`config.mk`:
```
export PLATFORM = sky130hd
export DESIGN_NAME = sdram_arbiter
export DESIGN_NICKNAME = d
export VERILOG_FILES = /design/src/rtl/sdram_arbiter.sv
export SDC_FILE = /design/constraint.sdc
export NUM_CORES = 1
export LEC_CHECK = 0
export ABC_AREA = 1
export CAP_MARGIN = 5
export CELL_PAD_IN_SITES_DETAIL_PLACEMENT = 0
export CELL_PAD_IN_SITES_GLOBAL_PLACEMENT = 1
export CORE_MARGIN = 2
export CORE_UTILIZATION = 31
export DETAILED_ROUTE_END_ITERATION = 7
export PLACE_DENSITY_LB_ADDON = 0.1
export SLEW_MARGIN = 40
export SYNTH_ARGS = -nofsm -noshare
export SYNTH_HDL_FRONTEND = slang
export SYNTH_SLANG_ARGS = --single-unit
```
`constraint.sdc`:
```
create_clock -name clk -period 1.9 [get_ports clk]
set_input_delay 0.285 -clock clk [delete_from_list [all_inputs] [get_ports clk]]
set_output_delay 0.285 -clock clk [all_outputs]
set_load 0.1 [all_outputs]
```
`src/rtl/sdram_arbiter.sv`:
```
// sdram_arbiter: VDP/CPU arbitration onto the single SDRAM controller port,
// with periodic auto-refresh generation and refresh-debt tracking.
module sdram_arbiter #(
  parameter int REFRESH_INTERVAL = 780,
  parameter int VDP_BURST        = 4
) (
  input  logic        clk,
  input  logic        resetn,
  input  logic        vdp_req,
  input  logic        vdp_we,
  input  logic [22:0] vdp_addr,
  input  logic [15:0] vdp_din,
  input  logic [1:0]  vdp_wdm,
  output logic [15:0] vdp_dout,
  output logic        vdp_ack,
  input  logic        cpu_req,
  input  logic        cpu_we,
  input  logic [22:0] cpu_addr,
  input  logic [15:0] cpu_din,
  input  logic [1:0]  cpu_wdm,
  output logic [15:0] cpu_dout,
  output logic        cpu_ack,
  output logic        ctl_rd,
  output logic        ctl_wr,
  output logic        ctl_refresh,
  output logic [22:0] ctl_addr,
  output logic [15:0] ctl_din,
  output logic [1:0]  ctl_wdm,
  input  logic [15:0] ctl_dout,
  input  logic        ctl_data_ready,
  input  logic        ctl_busy,
  input  logic        ctl_enabled
);

  localparam int TW = $clog2(REFRESH_INTERVAL);
  localparam int SW = $clog2(VDP_BURST + 1);

  typedef enum logic [1:0] {IDLE, START, RUN} state_t;
  typedef enum logic [1:0] {
    G_NONE, G_VDP, G_CPU, G_REF
  } grant_t;

  state_t        state, state_n;
  grant_t        grant, grant_n;
  logic          gnt_we, gnt_we_n;
  logic [TW-1:0] timer;
  logic [1:0]    debt;
  logic [SW-1:0] streak, streak_n;
  logic          expire, ref_done;
  logic          any_ack, pend, go;
  logic          sel_ref, sel_cf, sel_v, sel_c;
  logic          rd_n, wr_n, ref_n;
  logic          vack_n, cack_n;
  logic [22:0]   addr_n;
  logic [15:0]   din_n, vdout_n, cdout_n;
  logic [1:0]    wdm_n;

  assign expire = ctl_enabled &&
                  (timer == TW'(REFRESH_INTERVAL - 1));
  assign ref_done = (state == RUN) && (grant == G_REF) &&
                    !ctl_busy;
  assign any_ack = vdp_ack | cpu_ack;
  assign pend = (debt != 2'd0) || vdp_req || cpu_req;
  assign go = ctl_enabled && !ctl_busy && !any_ack && pend;

  // one-hot winner; CPU is forced through after a full VDP streak
  assign sel_ref = debt != 2'd0;
  assign sel_cf = !sel_ref && cpu_req &&
                  (streak == SW'(VDP_BURST));
  assign sel_v = !sel_ref && !sel_cf && vdp_req;
  assign sel_c = !sel_ref && !sel_cf && !sel_v && cpu_req;

  always_ff @(posedge clk or negedge resetn) begin
    if (!resetn) begin
      timer <= '0;
    end else if (!ctl_enabled || expire) begin
      timer <= '0;
    end else begin
      timer <= timer + TW'(1);
    end
  end

  always_ff @(posedge clk or negedge resetn) begin
    if (!resetn) begin
      debt <= 2'd0;
    end else begin
      unique case ({expire, ref_done})
        2'b10: if (debt != 2'd3) debt <= debt + 2'd1;
        2'b01: if (debt != 2'd0) debt <= debt - 2'd1;
        default: ;
      endcase
    end
  end

  always_ff @(posedge clk or negedge resetn) begin
    if (!resetn) begin
      state       <= IDLE;
      grant       <= G_NONE;
      gnt_we      <= 1'b0;
      streak      <= '0;
      ctl_rd      <= 1'b0;
      ctl_wr      <= 1'b0;
      ctl_refresh <= 1'b0;
      ctl_addr    <= '0;
      ctl_din     <= '0;
      ctl_wdm     <= '0;
      vdp_ack     <= 1'b0;
      cpu_ack     <= 1'b0;
      vdp_dout    <= '0;
      cpu_dout    <= '0;
    end else begin
      state       <= state_n;
      grant       <= grant_n;
      gnt_we      <= gnt_we_n;
      streak      <= streak_n;
      ctl_rd      <= rd_n;
      ctl_wr      <= wr_n;
      ctl_refresh <= ref_n;
      ctl_addr    <= addr_n;
      ctl_din     <= din_n;
      ctl_wdm     <= wdm_n;
      vdp_ack     <= vack_n;
      cpu_ack     <= cack_n;
      vdp_dout    <= vdout_n;
      cpu_dout    <= cdout_n;
    end
  end

  always_comb begin
    state_n  = state;
    grant_n  = grant;
    gnt_we_n = gnt_we;
    streak_n = streak;
    rd_n     = 1'b0;
    wr_n     = 1'b0;
    ref_n    = 1'b0;
    vack_n   = 1'b0;
    cack_n   = 1'b0;
    addr_n   = ctl_addr;
    din_n    = ctl_din;
    wdm_n    = ctl_wdm;
    vdout_n  = vdp_dout;
    cdout_n  = cpu_dout;
    unique case (state)
      IDLE: begin
        if (go) begin
          state_n = START;
          unique case (1'b1)
            sel_ref: begin
              grant_n  = G_REF;
              gnt_we_n = 1'b0;
              ref_n    = 1'b1;
            end
            sel_v: begin
              grant_n  = G_VDP;
              gnt_we_n = vdp_we;
              rd_n     = !vdp_we;
              wr_n     = vdp_we;
              addr_n   = vdp_addr;
              din_n    = vdp_din;
              wdm_n    = vdp_wdm;
              streak_n = cpu_req ? streak + SW'(1) : '0;
            end
            sel_cf, sel_c: begin
              grant_n  = G_CPU;
              gnt_we_n = cpu_we;
              rd_n     = !cpu_we;
              wr_n     = cpu_we;
              addr_n   = cpu_addr;
              din_n    = cpu_din;
              wdm_n    = cpu_wdm;
              streak_n = '0;
            end
            default: state_n = IDLE;
          endcase
        end
      end
      START: begin
        if (ctl_busy) state_n = RUN;
      end
      RUN: begin
        if (ctl_data_ready && !gnt_we) begin
          if (grant == G_VDP) vdout_n = ctl_dout;
          if (grant == G_CPU) cdout_n = ctl_dout;
        end
        if (!ctl_busy) begin
          state_n = IDLE;
          grant_n = G_NONE;
          vack_n  = grant == G_VDP;
          cack_n  = grant == G_CPU;
        end
      end
      default: state_n = IDLE;
    endcase
  end

endmodule

```
==> key figures, run 1 <==
Logic synthesis
  • Post-synthesis sequential area ratio: 0.5178
  • Synthesis-stage register bit count: 98
  • Post-synthesis cell area: 4736 µm²
  • Yosys warnings: 0
  • Mapped Nets: 713
  • Synthesized area per cell: 7.854 µm²
  • Synth cell types: 27
  • Mapped Cells: 603

Place
  • Port Buf Inserts: 184
  • Hpwl dp: 9494 µm
  • Post-place setup slack: 104.3 ps
  • Placed instance count: between 900 and 1,000
  • Placed instance area: about 6700 µm²
  • Gpl congestion: 0.7607

Clocking
  • Number of buffers created by CTS: 9
  • Root buffer cell: clkbuf_16
  • CTS clock-pin slew for the worst setup and hold paths: 70 ps
  • # resized after CTS: 0
  • Worst-Skew Late Latency: 340 ps
  • Clock tree buffer depth: 2
  • Setup Fix Bufs, Post-CTS: 0
  • TritonCTS Sinks: 98
  • Hold buffers post-CTS: 1
  • CTS tree: built
  • CTS HTree Levels: 3

Cells and area
  • Share of layout cells above drive strength 1: 0.1650
  • Post-Layout Cell Count: 988
  • Net count reported at finish: 905
  • Cell area after layout: 6969 µm²
  • Area grow syn2layout: 47.16%
  • Final Util: 0.4619
  • Number of diodes: 0

Floorplanning
  • Die H: 127.6 µm
  • Core footprint: 15,090 µm²
  • Cell Rows: 45
  • Die ar.: between 15,000 and 20,000 µm²
  • Die X: 127.6 µm
  • # IOs: 185
  • Initial Util: 0.3138

Setup path
  • CP Capture Type: flip-flop
  • Worst-path fanout max: 13
  • Critical Path RT: 2180 ps
  • Crit Path Category: flip-flop to flip-flop
  • R2R setup slack: between 400 and 500 ps
  • CP arrival: 1780 ps
  • Worst Setup Start Kind: flip-flop

Worst hold path
  • Hold Crit Class: input pin to async pin

Routing
  • DR iter-0 viols: 168
  • Final wirelength: 12,620 µm
  • Drt wl/cell: 12.78 µm
  • Remaining design rule violation count: 0
  • Via density per instance: 4.470
  • DRT antenna net count: 0
  • Drt first pass iters: 4
  • Routed via count: about 4,400

Pwr
  • Leak pwr: 3.623 nW
  • PwrDens: 1606 nW/µm²
  • VDD IR max: 0.7077 mV
  • Total Power: approximately 11 mW

Timing
  • Achievable Freq: 668.1 MHz
  • Fin. max-slew vios: 0
  • Period utilization: 0.7877
  • Hold_ws: between 400 and 500 ps
  • Worst setup margin: 403.3 ps
  • Final Skew: 6.432 ps
  • RSZ-0062 raised after global routing: no
  • Final period demand of the worst path: 1497 ps
  • Setup TNS: 0 ps
  • Worst slew margin: 0.6999
  • Fin. Hold Viols: 0
  • Setup Viol. Count Final: 0
  • Worst slew pin tran: 446.7 ps

Flow run
  • Max cap viols: 0

Global routing
  • Total GRT Usage: 0.1601
  • First-pass GRT wire length: slightly above 20,000 µm
  • GRT overflow: 0
  • Largest net degree at the start of global routing: 38
  • Vias in the first global route: 4,298
  • Antenna violations before repair: 0

Run status
  • Status: complete, no violations
-- logic make-up after synthesis --
kind of cell,Yosys count,share of synthesized area
AOI/OAI and AO/OA,41,0.04465
xor gates and xnor gates,3,0.005549
adders and majority gates,3,0.007927
buffers and inverters,67,0.07530
DFF,98,0.5178
and+or+nand+nor,391,0.3487
-- placed cells by master (no fill, tap or decap), types with 3 or more instances in the layout --
master             n
clkbuf_16          9
buf_12             8
inv_2              3
buf_4             93
clkdlybuf4s50_1  105
inv_1             38
o21ai_1           32
nand3_1           58
nor2_1            23
a21oi_1            6
dfrtp_1           98
xor2_1             3
ha_1               3
nor3_1             7
nand2_1          287
-- per-layer routing --
layer	global-route usage	share of wire	wire (µm)	vias up
li1	-	-	-	2278
met1	0.1937	0.44	5522	2003
met2	0.2787	0.49	6238	124
met3	0.04355	0.051	640	11
met4	0.04848	0.018	223	0
met5	0	0	0	-
-- power by group --
group | internal [mW] | switching, mW
Combinational | 1.31 | 5.10
Clock | 0.923 | 0.796
Sequential | 2.70 | 0.369
-- flip-flops by register name, summed over array words and instances, names as in the netlist, 2 cells and up --
register	count
vdp_dout	16
streak	3
cpu_dout	16
debt	2
ctl_wdm	2
timer	10
ctl_addr	23
ctl_din	16
state	2
grant	2
-- Yosys cell counts (all sizes together) --
cell type / number / area (µm²)
a21oi: 6 / 30.03
buf: 26 / 202.7
dfrtp: 98 / 2452
ha: 3 / 37.54
inv: 41 / 153.9
nand2: 289 / 1100
nand3: 62 / 345.3
nand3b: 1 / 7.510
nand4: 2 / 12.51
nor2: 27 / 130.1
nor3: 7 / 35.03
nor3b: 2 / 15.01
o21ai: 34 / 173.9
o31ai: 1 / 7.510
or2: 1 / 6.260
xor2: 3 / 26.28
-- critical path, stage by stage (launching register included) --
cell and delay [ps]:
dfrtp_1 460, nor2_4 230, nand3_2 170, nand2_4 120, buf_4 200, nand2_1 70, nand2_1 70, nand2_1 50
nand2_1 60
-- cell type report --
cell class	count	area (µm²)
fill	1520	8120
tap	188	235.2
clock inverter	6	42.54
multi-input combinational	438	1927
inverter	41	153.9
timing repair buffer	207	1919
clock buffer	10	239.0
sequential	98	2452
-- worst paths after layout --
check | endpoint | startpoint | depth (start not counted)
min in group clk | ctl_addr[18] | ctl_addr[18] | 2
max in group asynchronous | ctl_addr[18] | resetn | 3
setup / recovery | ctl_addr[18] | debt[0] | 8
hold reg to reg | ctl_addr[18] | ctl_addr[18] | 2
hold / removal | timer[7] | resetn | 2
setup reg to reg | ctl_addr[18] | debt[0] | 8
(Power assumes the default switching activity.)
==> inputs of run 2 (changes only) <==
==> constraint.sdc (replaced) <==
create_clock -name clk -period 1.4 [get_ports clk]
set_input_delay 0.21 -clock clk [delete_from_list [all_inputs] [get_ports clk]]
set_output_delay 0.21 -clock clk [all_outputs]
set_load 0.1 [all_outputs]
==> run 2 against run 1 <==
Net effect:
- the flow now finishes with violations (setup timing)
- first-iteration DRC count decreased by 28%
- via count rose by 5.5%
- largest cell class is now buffers
- global-route usage grew 0.51 points
- sequential power is 53% higher
- final area grew 29%
- clock-buffer cell count stayed put
- clock skew up 1.4 ps
==> key figures, run 2 (synthesized netlist as in run 1, its figures left out) <==
Clocking
  • CTS clock-pin slew for the worst setup and hold paths: 70 ps
  • Root buffer cell: clkbuf_16
  • CTS HTree Levels: 3
  • Worst-Skew Late Latency: around 350 ps
  • Clock tree buffer depth: 2
  • TritonCTS Sinks: 98
  • Number of buffers created by CTS: 9
  • CTS tree: built

Cells and area
  • Area grow syn2layout: 89.70%
  • Post-Layout Cell Count: 1,018
  • Net count reported at finish: roughly 940
  • Number of diodes: 0
  • Share of layout cells above drive strength 1: 0.3422
  • Cell area after layout: 8984 µm²
  • Max FFs per register: 23
  • Fillers: 1,348
  • Most common cell after layout, fill and taps aside: nand2_1
  • Most frequent cells in the layout: nand2_1 (205), clkdlybuf4s50_1 (105), dfrtp_1 (96)
  • Top reg by flops: ctl_addr

Floorplanning
  • Die H: 127.6 µm
  • Die ar.: roughly 16,000 µm²
  • Cell Rows: 45
  • Initial Util: 0.3138
  • # IOs: 185
  • Die X: between 100 and 150 µm
  • Core footprint: 15,090 µm²

Timing
  • Period utilization: 1.045
  • Fin. max-slew vios: 0
  • Worst slew pin tran: 358.2 ps
  • Worst setup margin: -62.41 ps
  • Final period demand of the worst path: 1462 ps
  • Final Skew: 7.792 ps
  • Achievable Freq: 683.8 MHz
  • RSZ-0062 raised after global routing: yes
  • Setup Viol. Count Final: 47
  • Fin. Hold Viols: 0
  • Worst slew margin: 0.7612

Place
  • Placed instance count: 987
  • Gpl congestion: 0.7545
  • Post-place setup slack: -347.2 ps
  • Placed instance area: 7784 µm²
  • Port Buf Inserts: 184
  • Hpwl dp: 10,020 µm

Flow run
  • Max cap viols: 0

Run status
  • Failing checks: setup timing
  • Status: complete, but fails checks

Routing
  • DRT antenna net count: 0
  • Final wirelength: 14,440 µm
  • Remaining design rule violation count: 0
  • Routed via count: 4,659
  • Drt wl/cell: about 14 µm
  • DR iter-0 viols: 121
  • Drt first pass iters: 4
  • Via density per instance: between 4 and 5

Pwr
  • Flop pwr share: 0.254
  • Total Power: 18.50 mW
  • Sw Share: 0.5052
  • Switching Power: 9.345 mW
  • Leak pwr: 4.314 nW
  • Internal: 9.152 mW
  • Combinational share of power: 0.608
  • VDD IR max: 0.9361 mV
  • Clk pwr share: 0.138
  • PwrDens: 2059 nW/µm²

Worst hold path
  • Hold Crit Class: input pin to async pin

Setup path
  • Worst-path fanout max: 8
  • Worst Setup Start Kind: flip-flop
  • Critical Path RT: 1690 ps
  • CP Capture Type: flip-flop
  • Crit Path Category: flip-flop to flip-flop
  • CP arrival: 1750 ps

Global routing
  • Vias in the first global route: 4,484
  • GRT overflow: 0
  • Total GRT Usage: 0.1653
  • Largest net degree at the start of global routing: 35
  • Antenna violations before repair: 0
  • First-pass GRT wire length: 21,410 µm
[run 2: cell types whose count changed in the layout (fill, tap and decap cells not counted), moves of 7 or more]
| cell | before | now |
|---|---|---|
| clkbuf_16 | 9 | 16 |
| nand2_2 | 0 | 56 |
| buf_12 | 8 | 90 |
| nand2_4 | 2 | 27 |
| o21ai_1 | 32 | 16 |
| buf_4 | 93 | 24 |
| o21ai_2 | 1 | 17 |
| buf_6 | 0 | 8 |
| nand2_1 | 287 | 205 |
[run 2: final timing paths]
path	from	endpoint	slack, ps	depth (start not counted)
max	streak[0]	ctl_addr[1]	-60	11
min	resetn	timer[7]	240	2
max reg2reg	streak[0]	ctl_addr[1]	-60	11
min reg2reg	ctl_din[1]	ctl_din[1]	530	2
max in group asynchronous	resetn	vdp_dout[12]	570	3
min in group clk	ctl_dout[10]	cpu_dout[10]	420	3
[run 2: timing repair]
| action | CTS | global route |
|---|---|---|
| hold buffers | 1 | 0 |
| buffers inserted | 3 | 2 |
| cloned | 1 | 9 |
| pin swaps | 3 | 31 |
| endpoints found under the setup margin | 47 | 92 |
| hold endpoints to repair | 70 | 0 |
| gates resized for setup | 12 | 173 |
[run 2: stage by stage]
step	utilization	hold WS, ps	setup TNS [ps]
final	0.5954	244.0	-1334
after floorplan	-	-85.59	-5811
after global placement	0.5158	63.03	-15220
after detailed placement	0.5158	62.00	-16260
after global routing	0.5954	242.8	-7915
after CTS	0.5417	235.3	-2399
[run 2: area by class of cell]
class,count,area [µm²],share of cell area
Timing Repair Buffer,237,3351,0.3730
Multi-Input combinational cell,438,2481,0.2762
Sequential cell,98,2460,0.2738
Tap cell,188,235.2,0.02618
Clock buffer,10,229.0,0.02549
Inverter,41,153.9,0.01713
Clock inverter,6,73.82,0.008217
[run 2: worst max-delay path: stages, from the launching register on]
cell       delay (ps)
dfrtp_1           400
inv_2              90
ha_4              130
nand2_2            40
inv_2              60
nand3_4           110
nand2_8           160
clkbuf_16         190
nand2_1            60
nand2_1            60
nand2_1            40
nand2_1            50
[run 2: metal layers]
metal	routed length (µm)	track usage	vias up	part of all wire
li1	-	-	2340	-
met2	7578	0.2913	112	0.52
met1	5814	0.1901	2190	0.40
met4	271	0.06593	0	0.019
met5	0	0	-	0
met3	774	0.04523	17	0.054
[run 2: power groups by stage]
| stage | logic [mW] | clock network (mW) | registers (mW) |
|---|---|---|---|
| floorplan | 1.07 | 0 | 9.76 |
| global placement | 10.7 | 0 | 4.61 |
| detailed placement | 10.8 | 0 | 4.63 |
| CTS | 10.8 | 2.63 | 4.59 |
| global route | 11.6 | 2.73 | 4.82 |
| finish | 11.2 | 2.55 | 4.71 |
